## config.mk

```make
export PLATFORM = sky130hd
export DESIGN_NAME = player_motion_ctrl
export DESIGN_NICKNAME = d
export VERILOG_FILES = /design/src/rtl/player_motion_ctrl.sv
export SDC_FILE = /design/constraint.sdc
export NUM_CORES = 1
export LEC_CHECK = 0
export BUFFER_PORTS_ARGS = -buffer_cell sky130_fd_sc_hd__buf_2
export CAP_MARGIN = 25
export CORE_MARGIN = 2
export CORE_UTILIZATION = 52
export DETAILED_ROUTE_END_ITERATION = 12
export PLACE_DENSITY = 0.76
export SLEW_MARGIN = 10
export SYNTH_ARGS = -nofsm -noshare
export SYNTH_HDL_FRONTEND = slang
export SYNTH_SLANG_ARGS = --single-unit
```

## constraint.sdc

```tcl
create_clock -name clk -period 2.2 [get_ports clk]
set_input_delay 0.33 -clock clk [delete_from_list [all_inputs] [get_ports clk]]
set_output_delay 0.33 -clock clk [all_outputs]
set_load 0.005 [all_outputs]
```

## src/rtl/player_motion_ctrl.sv

```systemverilog
// player_motion_ctrl: three-lane horizontal position plus a tick-paced jump
// sequencer for the player sprite. All outputs are registered and feed the
// renderer and collision logic directly.
module player_motion_ctrl #(
    parameter int TICK_DIV    = 1000000, // clk cycles per motion tick (>=2)
    parameter int LANE_MIN_X  = 140,     // x of lane 0
    parameter int LANE_STEP   = 120,     // x distance between lanes
    parameter int GROUND_Y    = 350,     // y when standing
    parameter int JUMP_HEIGHT = 40,      // pixels risen at apex (1..GROUND_Y)
    parameter int HANG_TICKS  = 8        // ticks held at apex (>=1)
) (
    input  logic       clk,
    input  logic       rst,
    input  logic       left,
    input  logic       right,
    input  logic       jump,
    output logic [9:0] x,
    output logic [8:0] y,
    output logic [1:0] lane,
    output logic       airborne,
    output logic       jump_pending
);

    localparam int CNT_W  = (TICK_DIV > 2) ? $clog2(TICK_DIV) : 1;
    localparam int HANG_W = (HANG_TICKS > 1) ? $clog2(HANG_TICKS) : 1;

    localparam logic [CNT_W-1:0]  TICK_LAST = CNT_W'(TICK_DIV - 1);
    localparam logic [HANG_W-1:0] HANG_LAST = HANG_W'(HANG_TICKS - 1);

    localparam logic [9:0] X_LANE0 = 10'(LANE_MIN_X);
    localparam logic [9:0] X_LANE1 = 10'(LANE_MIN_X + LANE_STEP);
    localparam logic [9:0] X_LANE2 = 10'(LANE_MIN_X + 2 * LANE_STEP);

    localparam logic [8:0] Y_GROUND    = 9'(GROUND_Y);
    localparam logic [8:0] Y_GROUND_M1 = 9'(GROUND_Y - 1);
    // y one pixel below the apex: the RISE step taken from here reaches it
    localparam logic [8:0] Y_APEX_P1   = 9'(GROUND_Y - JUMP_HEIGHT + 1);

    typedef enum logic [1:0] {
        GROUND,
        RISE,
        HANG,
        FALL
    } jump_state_t;

    jump_state_t       state, state_nxt;
    logic [CNT_W-1:0]  tick_cnt;
    logic              tick;
    logic [HANG_W-1:0] hang_cnt, hang_cnt_nxt;
    logic [1:0]        lane_nxt;
    logic [9:0]        x_nxt;
    logic [8:0]        y_nxt;
    logic              pending_nxt;

    assign tick = (tick_cnt == TICK_LAST);

    // Free-running motion tick divider, wraps at TICK_DIV-1.
    // NOTE: sequential state uses non-blocking (<=) so every register samples
    // pre-edge values; blocking (=) here would create order-dependent races.
    always_ff @(posedge clk) begin
        if (rst || tick) begin
            tick_cnt <= '0;
        end else begin
            tick_cnt <= tick_cnt + CNT_W'(1);
        end
    end

    // Lane selection: a lone left/right pulse moves one lane within 0..2;
    // x is derived from the next lane so both update on the same edge.
    // NOTE: every signal assigned in an always_comb gets a default first so no
    // path leaves it unassigned, which would otherwise infer a latch.
    always_comb begin
        lane_nxt = lane;
        if (left && !right && lane != 2'd0) begin
            lane_nxt = lane - 2'd1;
        end else if (right && !left && lane != 2'd2) begin
            lane_nxt = lane + 2'd1;
        end

        unique case (lane_nxt)
            2'd0:    x_nxt = X_LANE0;
            2'd2:    x_nxt = X_LANE2;
            default: x_nxt = X_LANE1;
        endcase
    end

    // Jump sequencer next-state and y arithmetic, plus the one-deep jump buffer.
    always_comb begin
        state_nxt    = state;
        y_nxt        = y;
        hang_cnt_nxt = hang_cnt;
        pending_nxt  = jump_pending;

        unique case (state)
            GROUND: begin
                // Launch does not wait for a tick; a buffered request counts too
                y_nxt = Y_GROUND;
                if (jump || jump_pending) begin
                    state_nxt   = RISE;
                    pending_nxt = 1'b0;
                end
            end
            RISE: begin
                if (tick) begin
                    y_nxt = y - 9'd1;
                    if (y == Y_APEX_P1) begin
                        state_nxt    = HANG;
                        hang_cnt_nxt = '0;
                    end
                end
            end
            HANG: begin
                if (tick) begin
                    if (hang_cnt == HANG_LAST) begin
                        state_nxt = FALL;
                    end else begin
                        hang_cnt_nxt = hang_cnt + HANG_W'(1);
                    end
                end
            end
            FALL: begin
                if (tick) begin
                    y_nxt = y + 9'd1;
                    if (y == Y_GROUND_M1) begin
                        state_nxt = GROUND;
                    end
                end
            end
        endcase

        // A press while airborne is remembered once; extra presses are dropped
        if (state != GROUND && jump) begin
            pending_nxt = 1'b1;
        end
    end

    // State and output registers; reset returns the sprite to lane 1 on ground.
    always_ff @(posedge clk) begin
        if (rst) begin
            state        <= GROUND;
            hang_cnt     <= '0;
            lane         <= 2'd1;
            x            <= X_LANE1;
            y            <= Y_GROUND;
            airborne     <= 1'b0;
            jump_pending <= 1'b0;
        end else begin
            state        <= state_nxt;
            hang_cnt     <= hang_cnt_nxt;
            lane         <= lane_nxt;
            x            <= x_nxt;
            y            <= y_nxt;
            airborne     <= (state_nxt != GROUND);
            jump_pending <= pending_nxt;
        end
    end

endmodule

```

==> metrics, run 1 <==
Post-Synthesis Cells around 260; final net count roughly 300; MaxCap Viol Count 0; most frequent cells in the layout dfxtp_1 (41), nor2_1 (33), buf_2 (23), nand2_1 (19); Worst Setup EP y[8]; Final ANT Viol Nets 0; Max Buffers Root-to-Sink 2; Net Sw Frac 0.251; sequential share of the synthesized area 0.371; Startpoint Class register; DR iter-0 viols between 70 and 80; largest net degree at the start of global routing 21; CTS Buf Count 5; hold_sp jump; f_max 509 MHz; Vias 1,817; Pleak between 0.001 and 0.0015 uW; crit-path cells nand2_4, ha_4, and2_1, o21ai_0, o21ai_1, o41a_1, a21boi_0, nor4_1; Pint between 1000 and 1500 uW; Post-route DRC 0; Layout Skew 0.00541 ns; period utilization 0.892; clock-pin transition on the worst setup and hold timing paths ~0.080 ns; CTS tree yes; H-Tree Depth 2; Tmin final ~2 ns; vias per inst about 5.4; power share of the combinational group 0.083; Wirelength per Cell around 12 um; CP Data Arrival Time between 2 and 2.5 ns; gr usage total 0.182; Worst Path Max Fanout 8; share of cells above drive strength 1 0.189; FP Rows 23; Seq cells post-synth 42; Port Buffer Count 23; EDFF count, synth 0; commonest non-fill, non-tap cell in the layout dfxtp_1; met2 global-route usage 0.278; sequential fraction of design power 0.564; IO Pins 28; Finish-stage setup viols 0; Fill cells 370; Clock power frac 0.353; Synth Flop Type dfxtp_1; Area Growth Syn to Fin 10.8%; DP HPWL 3020 um; DR pass1 iterations 4; mapped cell area 2260 um2; Congestion Overflow GR 0; area of the multi-input gates about 1300 um2; RePlAce Congestion 0.861; post-route setup TNS 0 ns; antenna violations before repair 0; total power ~1400 uW; Routed WL approximately 4100 um; Crit. Startpoint state[1]; FF-to-FF setup slack roughly 0.24 ns; met1 GRT Util 0.245; CTS root buf clkbuf_8; worst r2r path cells 8; status completed; sw power around 360 uW; final hold viol count 0; first-pass GRT wire length roughly 7300 um; final core occ 0.614; r2r endpoint y[8]; VDD IR-drop max around 0.35 mV; die span in y ~70 um; post-CTS sizing 0; n_diodes 0; Die Wd between 60 and 70 um; number of global-route vias before repair ~1.7k; Crit path largest cell delay 0.37 ns; reg-to-reg startpoint state[1]; register area approximately 840 um2; Crit-path slowest cell dfxtp_1; GR peak layer met2; worst skew pair latency ~0.30 ns; WS Path Type register to register; max-slew violations 0; mean post-synth cell area just under 9 um2; Hold WC Path Type primary input to register; Setup Fix Bufs, Post-CTS 0; Netlist cell types 53; Setup WS post-layout 0.237 ns; Sink Count 42; power per cell area about 560 nW/um2; Yosys warnings 0; Crit. End Element register; Worst Path Required 2.41 ns; core footprint between 4000 and 5000 um2; Initial Utilization 0.554; Place WS between 0.1 and 0.15 ns; fraction of registers with async set/reset 0; die area ~4900 um2; M3 GR Usage 0.0476; Hold Buf Count CTS 0
[cell type report]
type                    instances  share of cell area
flip-flops and latches         42               0.335
clock buffers                   5              0.0274
repair buffers                 27              0.0578
clock inverters                 3             0.00847
multi-input cells             197               0.529
well taps                      50              0.0249
inverters                      11              0.0165
[Yosys cell counts (3+ instances only)]
cell / count / area, um2
clkbuf_1: 3 / 11.3
o211ai_1: 3 / 22.5
buf_2: 4 / 20.0
nor2_2: 3 / 18.8
o31ai_1: 3 / 22.5
inv_1: 11 / 41.3
nand2b_1: 6 / 37.5
nand2_1: 20 / 75.1
and4_1: 3 / 26.3
or3_1: 4 / 25.0
a21oi_1: 12 / 60.1
xnor2_1: 12 / 105
ha_1: 12 / 150
a21o_1: 3 / 22.5
nand4_1: 5 / 31.3
nor4_1: 3 / 18.8
xor2_1: 12 / 105
nand3_1: 9 / 45.0
nor3_1: 6 / 30.0
buf_4: 6 / 45.0
nor2b_1: 4 / 25.0
o21ai_0: 7 / 35.0
dfxtp_1: 42 / 841
nor2_1: 33 / 124
[how the worst min path moves through the flow]
stage | end | slack [ns] | cells past startpoint
detailed placement | tick_cnt[0] | 0.45 | 1
global placement | hang_cnt[2] | 0.44 | 2
global route | jump_pending | 0.35 | 3
CTS | jump_pending | 0.34 | 3
floorplan | tick_cnt[0] | 0.43 | 1
finish | jump_pending | 0.34 | 3
[metal layers]
layer  up-vias  wire [um]  share of wire
met2        41       1820           0.44
met3        10        227          0.055
met4         0         76          0.018
met5         -          0              0
met1       827       2000           0.48
li1        939          -              -
[kinds of logic after synthesis]
group | synth area share
mux | 0.00497
compound gates | 0.108
other cells | 0.00332
xor+xnor | 0.0928
fa+ha+maj | 0.0751
simple gates | 0.288
flops | 0.371
buf+inv | 0.0569
[power groups by stage]
stage / sequential [uW] / clock, uW / combinational, uW
final: 799 / 500 / 117
after global routing: 803 / 542 / 132
after CTS: 799 / 519 / 118
after detailed placement: 817 / 0 / 118
after global placement: 815 / 0 / 115
after floorplan: 818 / 0 / 84.5
[through the flow]
step                      hold WS, ns  instances  cell area [um2]
final                           0.335        335             2510
after global routing            0.353        335             2510
after CTS                       0.337        335             2480
after detailed placement        0.452        327             2390
after global placement          0.442        327             2390
after floorplan                 0.430        264             2280
[worst max-delay path: cells and delay by family, from the launching register on]
kind	cells	cell delay [ns]
simple gates	3	0.51
flops	1	0.37
fa+ha+maj	1	0.25
compound gates	4	0.73
[flip-flops by register name, summed over array words and instances, names as in the netlist]
register and cells:
tick_cnt 20, y 9, x 4, hang_cnt 3, lane 2, state 2
airborne 1, jump_pending 1
(Power assumes the default switching activity.)
==> run 2: changes to the inputs <==
--- a/config.mk
+++ b/config.mk
@@ -5,12 +5,12 @@
 export SDC_FILE = /design/constraint.sdc
 export NUM_CORES = 1
 export LEC_CHECK = 0
-export BUFFER_PORTS_ARGS = -buffer_cell sky130_fd_sc_hd__buf_2
+export BUFFER_PORTS_ARGS = -buffer_cell sky130_fd_sc_hd__buf_4
 export CAP_MARGIN = 25
 export CORE_MARGIN = 2
-export CORE_UTILIZATION = 52
+export CORE_UTILIZATION = 45
 export DETAILED_ROUTE_END_ITERATION = 12
-export PLACE_DENSITY = 0.76
+export PLACE_DENSITY = 0.67
 export SLEW_MARGIN = 10
 export SYNTH_ARGS = -nofsm -noshare
 export SYNTH_HDL_FRONTEND = slang
==> metrics, run 2 (synthesis gave the netlist of run 1 again) <==
status completed; Finish-stage setup viols 0 (unchanged); worst r2r path cells 8 (unchanged); WS Path Type register to register; CTS Buf Count 5 (unchanged); core footprint 4790 um2 (+17%); FP Rows 25 (+8.7%); gr usage total 0.167 (-0.0156); dpl cells 346 (+5.8%); worst skew pair latency 0.29 ns (about the same); share of cells above drive strength 1 0.195 (+0.00565); max-slew violations 0 (unchanged); post-route setup TNS 0 ns (unchanged); Post-route DRC 0 (unchanged); antenna violations before repair 0 (unchanged); die area 5620 um2 (+15%); period utilization 0.943 (+0.0504); power per cell area 548 nW/um2 (-3.0%); MaxCap Viol Count 0 (unchanged); Routed WL 4300 um (+4.1%); RSZ-0062 raised after global routing false; total power 1420 uW (+0.48%); CTS root buf clkbuf_8; H-Tree Depth 2 (unchanged); top flop regs tick_cnt: 20 flops, y: 9 flops, x: 4 flops; worst hold path endpoint jump_pending; Crit. End Element register; Worst Path Max Fanout 8 (unchanged); Max Buffers Root-to-Sink 2 (unchanged); hold_sp jump; VDD IR-drop max 0.367 mV (+5.0%); Layout Skew 0.00279 ns (-0.00262 ns); Die Wd 74.9 um (+7.1%); Initial Utilization 0.473 (-0.0810); register area 841 um2 (-0.15%); r2r endpoint y[8]; RePlAce Congestion 0.875 (+1.7%); commonest non-fill, non-tap cell in the layout dfxtp_1; CTS tree yes; Final ANT Viol Nets 0 (unchanged); CP Data Arrival Time 2.27 ns (+0.10 ns); DP HPWL 3160 um (+4.7%); Sink Count 42 (unchanged); f_max 482 MHz (-5.3%); clock-pin transition on the worst setup and hold timing paths 0.08 ns (about the same); Post-Layout Cell Count 354 (+5.7%); final net count 304 (+0.66%); IO Pins 28 (unchanged); die span in y 74.9 um (+7.1%); number of global-route vias before repair 1,598 (-3.6%); Tmin final 2.07 ns (+0.111 ns); finished layout cell area 2600 um2 (+3.5%); Worst Path Required 2.39 ns (-0.02 ns); vias per inst 5.10 (-6.0%); area of the multi-input gates 1330 um2 (-0.28%); Hold Buf Count CTS 0 (unchanged); Pleak 0.00105 uW (+1.8%); Most flops, register tick_cnt; n_diodes 0 (unchanged); Congestion Overflow GR 0 (unchanged); final hold viol count 0 (unchanged); Hold Path Stages 3 (unchanged); post-CTS sizing 0 (unchanged); Hold WC Path Type primary input to register; largest net degree at the start of global routing 21 (unchanged); most frequent cells in the layout dfxtp_1 (42), nor2_1 (33), buf_4 (29), nand2_1 (19); Wirelength per Cell 12.1 um (-1.5%); DR iter-0 viols 80 (+11%); Area Growth Syn to Fin 14.8%; Fill cells 457 (+24%); Startpoint Class register; DR pass1 iterations 4 (unchanged); max FFs per register 20 (unchanged); dpl cell area 2490 um2 (+3.9%); first-pass GRT wire length 7280 um (-0.75%); reg-to-reg startpoint state[1]; final hold slack 0.349 ns (+0.0142 ns); Setup Fix Bufs, Post-CTS 0 (unchanged); Port Buffer Count 23 (unchanged); FF-to-FF setup slack 0.13 ns (-0.11 ns); Vias 1,805 (-0.66%)
## run 2: worst max-delay path by stage
stage	startpoint	endpoint	slack [ns]	cells past startpoint
global placement	state[1]	y[8]	0.14	8
detailed placement	state[1]	y[8]	0.08	8
floorplan	state[0]	y[8]	0.09	9
CTS	state[1]	y[8]	0.05	8
finish	state[1]	y[8]	0.13	8
global route	state[0]	y[8]	0.04	8
## run 2: power by group
group	switching (uW)	leakage [uW]	internal, uW
combinational	67.3	0.000661	65.1
clock	268	0.0000441	223
sequential	13.9	0.000341	785
total	350	0.00105	1070
## run 2: area by class of cell
type / count / area share
well taps: 67 / 0.0323
clock inverters: 3 / 0.00818
repair buffers: 29 / 0.0838
clock buffers: 5 / 0.0265
flip-flops and latches: 42 / 0.324
inverters: 11 / 0.0159
multi-input cells: 197 / 0.510
## run 2: routing by layer
layer  wire length, um  vias to the layer above  global-route usage
met5                 0                        -                   0
met4                48                        0              0.0476
met3               185                        6              0.0455
met2              1860                       40               0.245
met1              2200                      813               0.240
li1                  -                      946                   -
## run 2: critical path, stage by stage (launching register included)
cell and delay (ns):
dfxtp_1 0.34, nand2_2 0.16, ha_4 0.28, and2_1 0.17, o21ai_0 0.13, o21ai_0 0.13
o41a_1 0.35, a21boi_0 0.14, nor4_1 0.28
## run 2: metrics by stage
step,setup slack [ns],utilization
final,0.126,0.543
after global routing,0.0373,0.543
after CTS,0.0505,0.539
after detailed placement,0.0820,0.520
after global placement,0.135,0.520
after floorplan,0.0934,-
==> run 3: changes to the inputs <==
--- a/config.mk
+++ b/config.mk
@@ -5,12 +5,13 @@
 export SDC_FILE = /design/constraint.sdc
 export NUM_CORES = 1
 export LEC_CHECK = 0
+export ABC_AREA = 1
 export BUFFER_PORTS_ARGS = -buffer_cell sky130_fd_sc_hd__buf_4
 export CAP_MARGIN = 25
 export CORE_MARGIN = 2
 export CORE_UTILIZATION = 45
 export DETAILED_ROUTE_END_ITERATION = 12
-export PLACE_DENSITY = 0.67
+export PLACE_DENSITY = 0.66
 export SLEW_MARGIN = 10
 export SYNTH_ARGS = -nofsm -noshare
 export SYNTH_HDL_FRONTEND = slang
==> metrics, run 3 <==
Congestion Overflow GR 0 (unchanged); sw power 413 uW (+18%); CP Data Arrival Time 2.10 ns (-0.17 ns); Tmin final 1.92 ns (-0.153 ns); Initial Utilization 0.472 (-0.00166); CTS Buf Count 5 (unchanged); most common library cells after synthesis nand2_1 (83), dfxtp_1 (42), inv_1 (41), nor2_1 (32), nand3_1 (23); Finish-stage setup viols 0 (unchanged); fraction of registers with async set/reset 0 (unchanged); Yosys warnings 0 (unchanged); Pint 1200 uW (+12%); Clock power frac 0.364 (+0.019); Startpoint Class register; top flop regs tick_cnt: 20 flops, y: 9 flops, x: 4 flops; VDD IR-drop max 0.219 mV (-40%); Netlist cell types 39 (-26%); Net Sw Frac 0.257 (+0.0110); Place WS 0.324 ns (+0.242 ns); Sink Count 42 (unchanged); sequential share of the synthesized area 0.322 (-0.0494); commonest non-fill, non-tap cell in the layout nand2_1; post-CTS sizing 0 (unchanged); top cells by area, synth dfxtp_1 (32%), nand2_1 (12%), inv_1 (5.9%); Routed WL 5470 um (+27%); largest net degree at the start of global routing 17 (-19%); period utilization 0.873 (-0.0697); Max Buffers Root-to-Sink 2 (unchanged); Layout Skew 0.00744 ns (+0.00465 ns); Setup WS post-layout 0.279 ns (+0.153 ns); clock-pin transition on the worst setup and hold timing paths 0.08 ns (about the same); power per cell area 547 nW/um2 (about the same); Final ANT Viol Nets 0 (unchanged); EDFF count, synth 0 (unchanged); Post-route DRC 0 (unchanged); DR pass1 iterations 4 (unchanged); status completed; worst skew pair latency 0.30 ns (about the same); most frequent cells in the layout nand2_1 (83), dfxtp_1 (42), inv_1 (41), nor2_1 (32), buf_4 (26); M3 GR Usage 0.0371 (-0.00844); RePlAce Congestion 0.919 (+4.9%); n_diodes 0 (unchanged); count leader, synth nand2_1; DP HPWL 4240 um (+34%); vias per inst 4.93 (-3.4%); Crit. End Element register; Die Wd 80.2 um (+7.0%); final net count 407 (+34%); Setup Fix Bufs, Post-CTS 0 (unchanged); Post-Synthesis Cells 362 (+38%); Pleak 0.00127 uW (+22%); die span in y 80.2 um (+7.0%); antenna violations before repair 0 (unchanged); sequential fraction of design power 0.503 (-0.059); post-synth top area share 0.322 (-0.0494); max FFs per register 20 (unchanged); mapped cell area 2610 um2 (+15%); Most flops, register tick_cnt; core footprint 5540 um2 (+16%); mean post-synth cell area 7.22 um2 (-17%); IO Pins 28 (unchanged); final core occ 0.531 (-0.0118); Area Growth Syn to Fin 12.6%; FP Rows 27 (+8.0%); die area 6430 um2 (+15%); DR iter-0 viols 138 (+73%); CTS tree yes; met2 global-route usage 0.279 (+0.0345); Hold Buf Count CTS 0 (unchanged); Post-Layout Cell Count 462 (+31%); Worst Path Required 2.38 ns (about the same); Worst Path Max Fanout 9 (+1); Synth Flop Type dfxtp_1; Hold WC Path Type primary input to register; area leader, netlist dfxtp_1; number of global-route vias before repair 1,998 (+25%); Seq cells post-synth 42 (unchanged); Wirelength per Cell 11.8 um (-2.4%); first-pass GRT wire length 9110 um (+25%); WS Path Type register to register; dpl cells 454 (+31%); MaxCap Viol Count 0 (unchanged); CTS root buf clkbuf_8; GR peak layer met2; share of cells above drive strength 1 0.200 (+0.00488); Vias 2,276 (+26%); RSZ-0062 raised after global routing false; final hold viol count 0 (unchanged); gr usage total 0.180 (+0.0137); H-Tree Depth 2 (unchanged); f_max 521 MHz (+8.0%); Port Buffer Count 23 (unchanged); met1 GRT Util 0.251 (+0.0117); max-slew violations 0 (unchanged); final hold slack 0.237 ns (-0.112 ns); post-route setup TNS 0 ns (unchanged); power share of the combinational group 0.133 (+0.040)
==> run 3: cell types whose count changed in the layout (fill, tap and decap cells not counted), moves of 5 or more <==
cell | previous run | this run
inv_2 | 0 | 6
nor2_4 | 0 | 6
inv_1 | 11 | 41
nand2_1 | 19 | 83
xnor2_1 | 12 | 2
a21oi_2 | 1 | 7
nand2b_1 | 6 | 0
nand3_1 | 9 | 23
nand3b_1 | 2 | 7
xor2_1 | 12 | 7
==> run 3: routing by layer <==
layer / share of wire / vias up
li1: - / 1214
met1: 0.51 / 1011
met2: 0.44 / 44
met3: 0.036 / 7
met4: 0.013 / 0
met5: 0 / -
==> run 3: worst max-delay path: stages, from the launching register on <==
cell and delay, ns:
dfxtp_1 0.37, nand2_1 0.26, ha_1 0.47, nand3_1 0.10, nand2_1 0.13, inv_1 0.05
nor2_1 0.13, nor2_1 0.06, nand2_1 0.06, nand2_1 0.05, nand2_1 0.06, nand3_1 0.06
==> run 3: through the flow <==
stage	total power (uW)	area, um2
2_1_floorplan	974	2620
3_3_place_gp	1040	2830
3_5_place_dp	1040	2830
4_1_cts	1630	2940
5_1_grt	1690	2940
6_report	1610	2940
==> run 3: area by class of cell <==
cell class	instances	area [um2]
timing repair buffer	26	195
clock buffer	8	110
sequential	42	841
multi-input combinational	263	1510
fill	571	2600
tap	72	90.1
inverter	51	198
==> run 3: cells by family (layout without fill, tap and decap cells) <==
| kind of cell | after synthesis | after routing | synth area share |
|---|---|---|---|
| AOI/OAI and AO/OA | 41 | 41 | 0.0944 |
| xor gates and xnor gates | 9 | 9 | 0.0302 |
| adders and majority gates | 13 | 13 | 0.0651 |
| buffers and inverters | 59 | 85 | 0.103 |
| DFF | 42 | 42 | 0.322 |
| other | 2 | 4 | 0.00287 |
| and+or+nand+nor | 196 | 196 | 0.382 |
==> run 3: path summary, 6_finish.rpt <==
path / startpoint / to / slack (ns) / depth (start not counted)
worst max-delay path: state[1] / y[6] / 0.28 / 11
worst max register to register: state[1] / y[6] / 0.28 / 11
worst min-delay path: rst / y[5] / 0.24 / 2
worst min register to register: tick_cnt[17] / tick_cnt[17] / 0.50 / 2
==> run 3: power by group through the flow <==
stage                     Clock (uW)  Sequential [uW]  Combinational, uW
after CTS                        605              811                215
after global placement             0              828                209
after detailed placement           0              829                214
after floorplan                    0              827                146
after global routing             630              814                246
final                            586              810                214
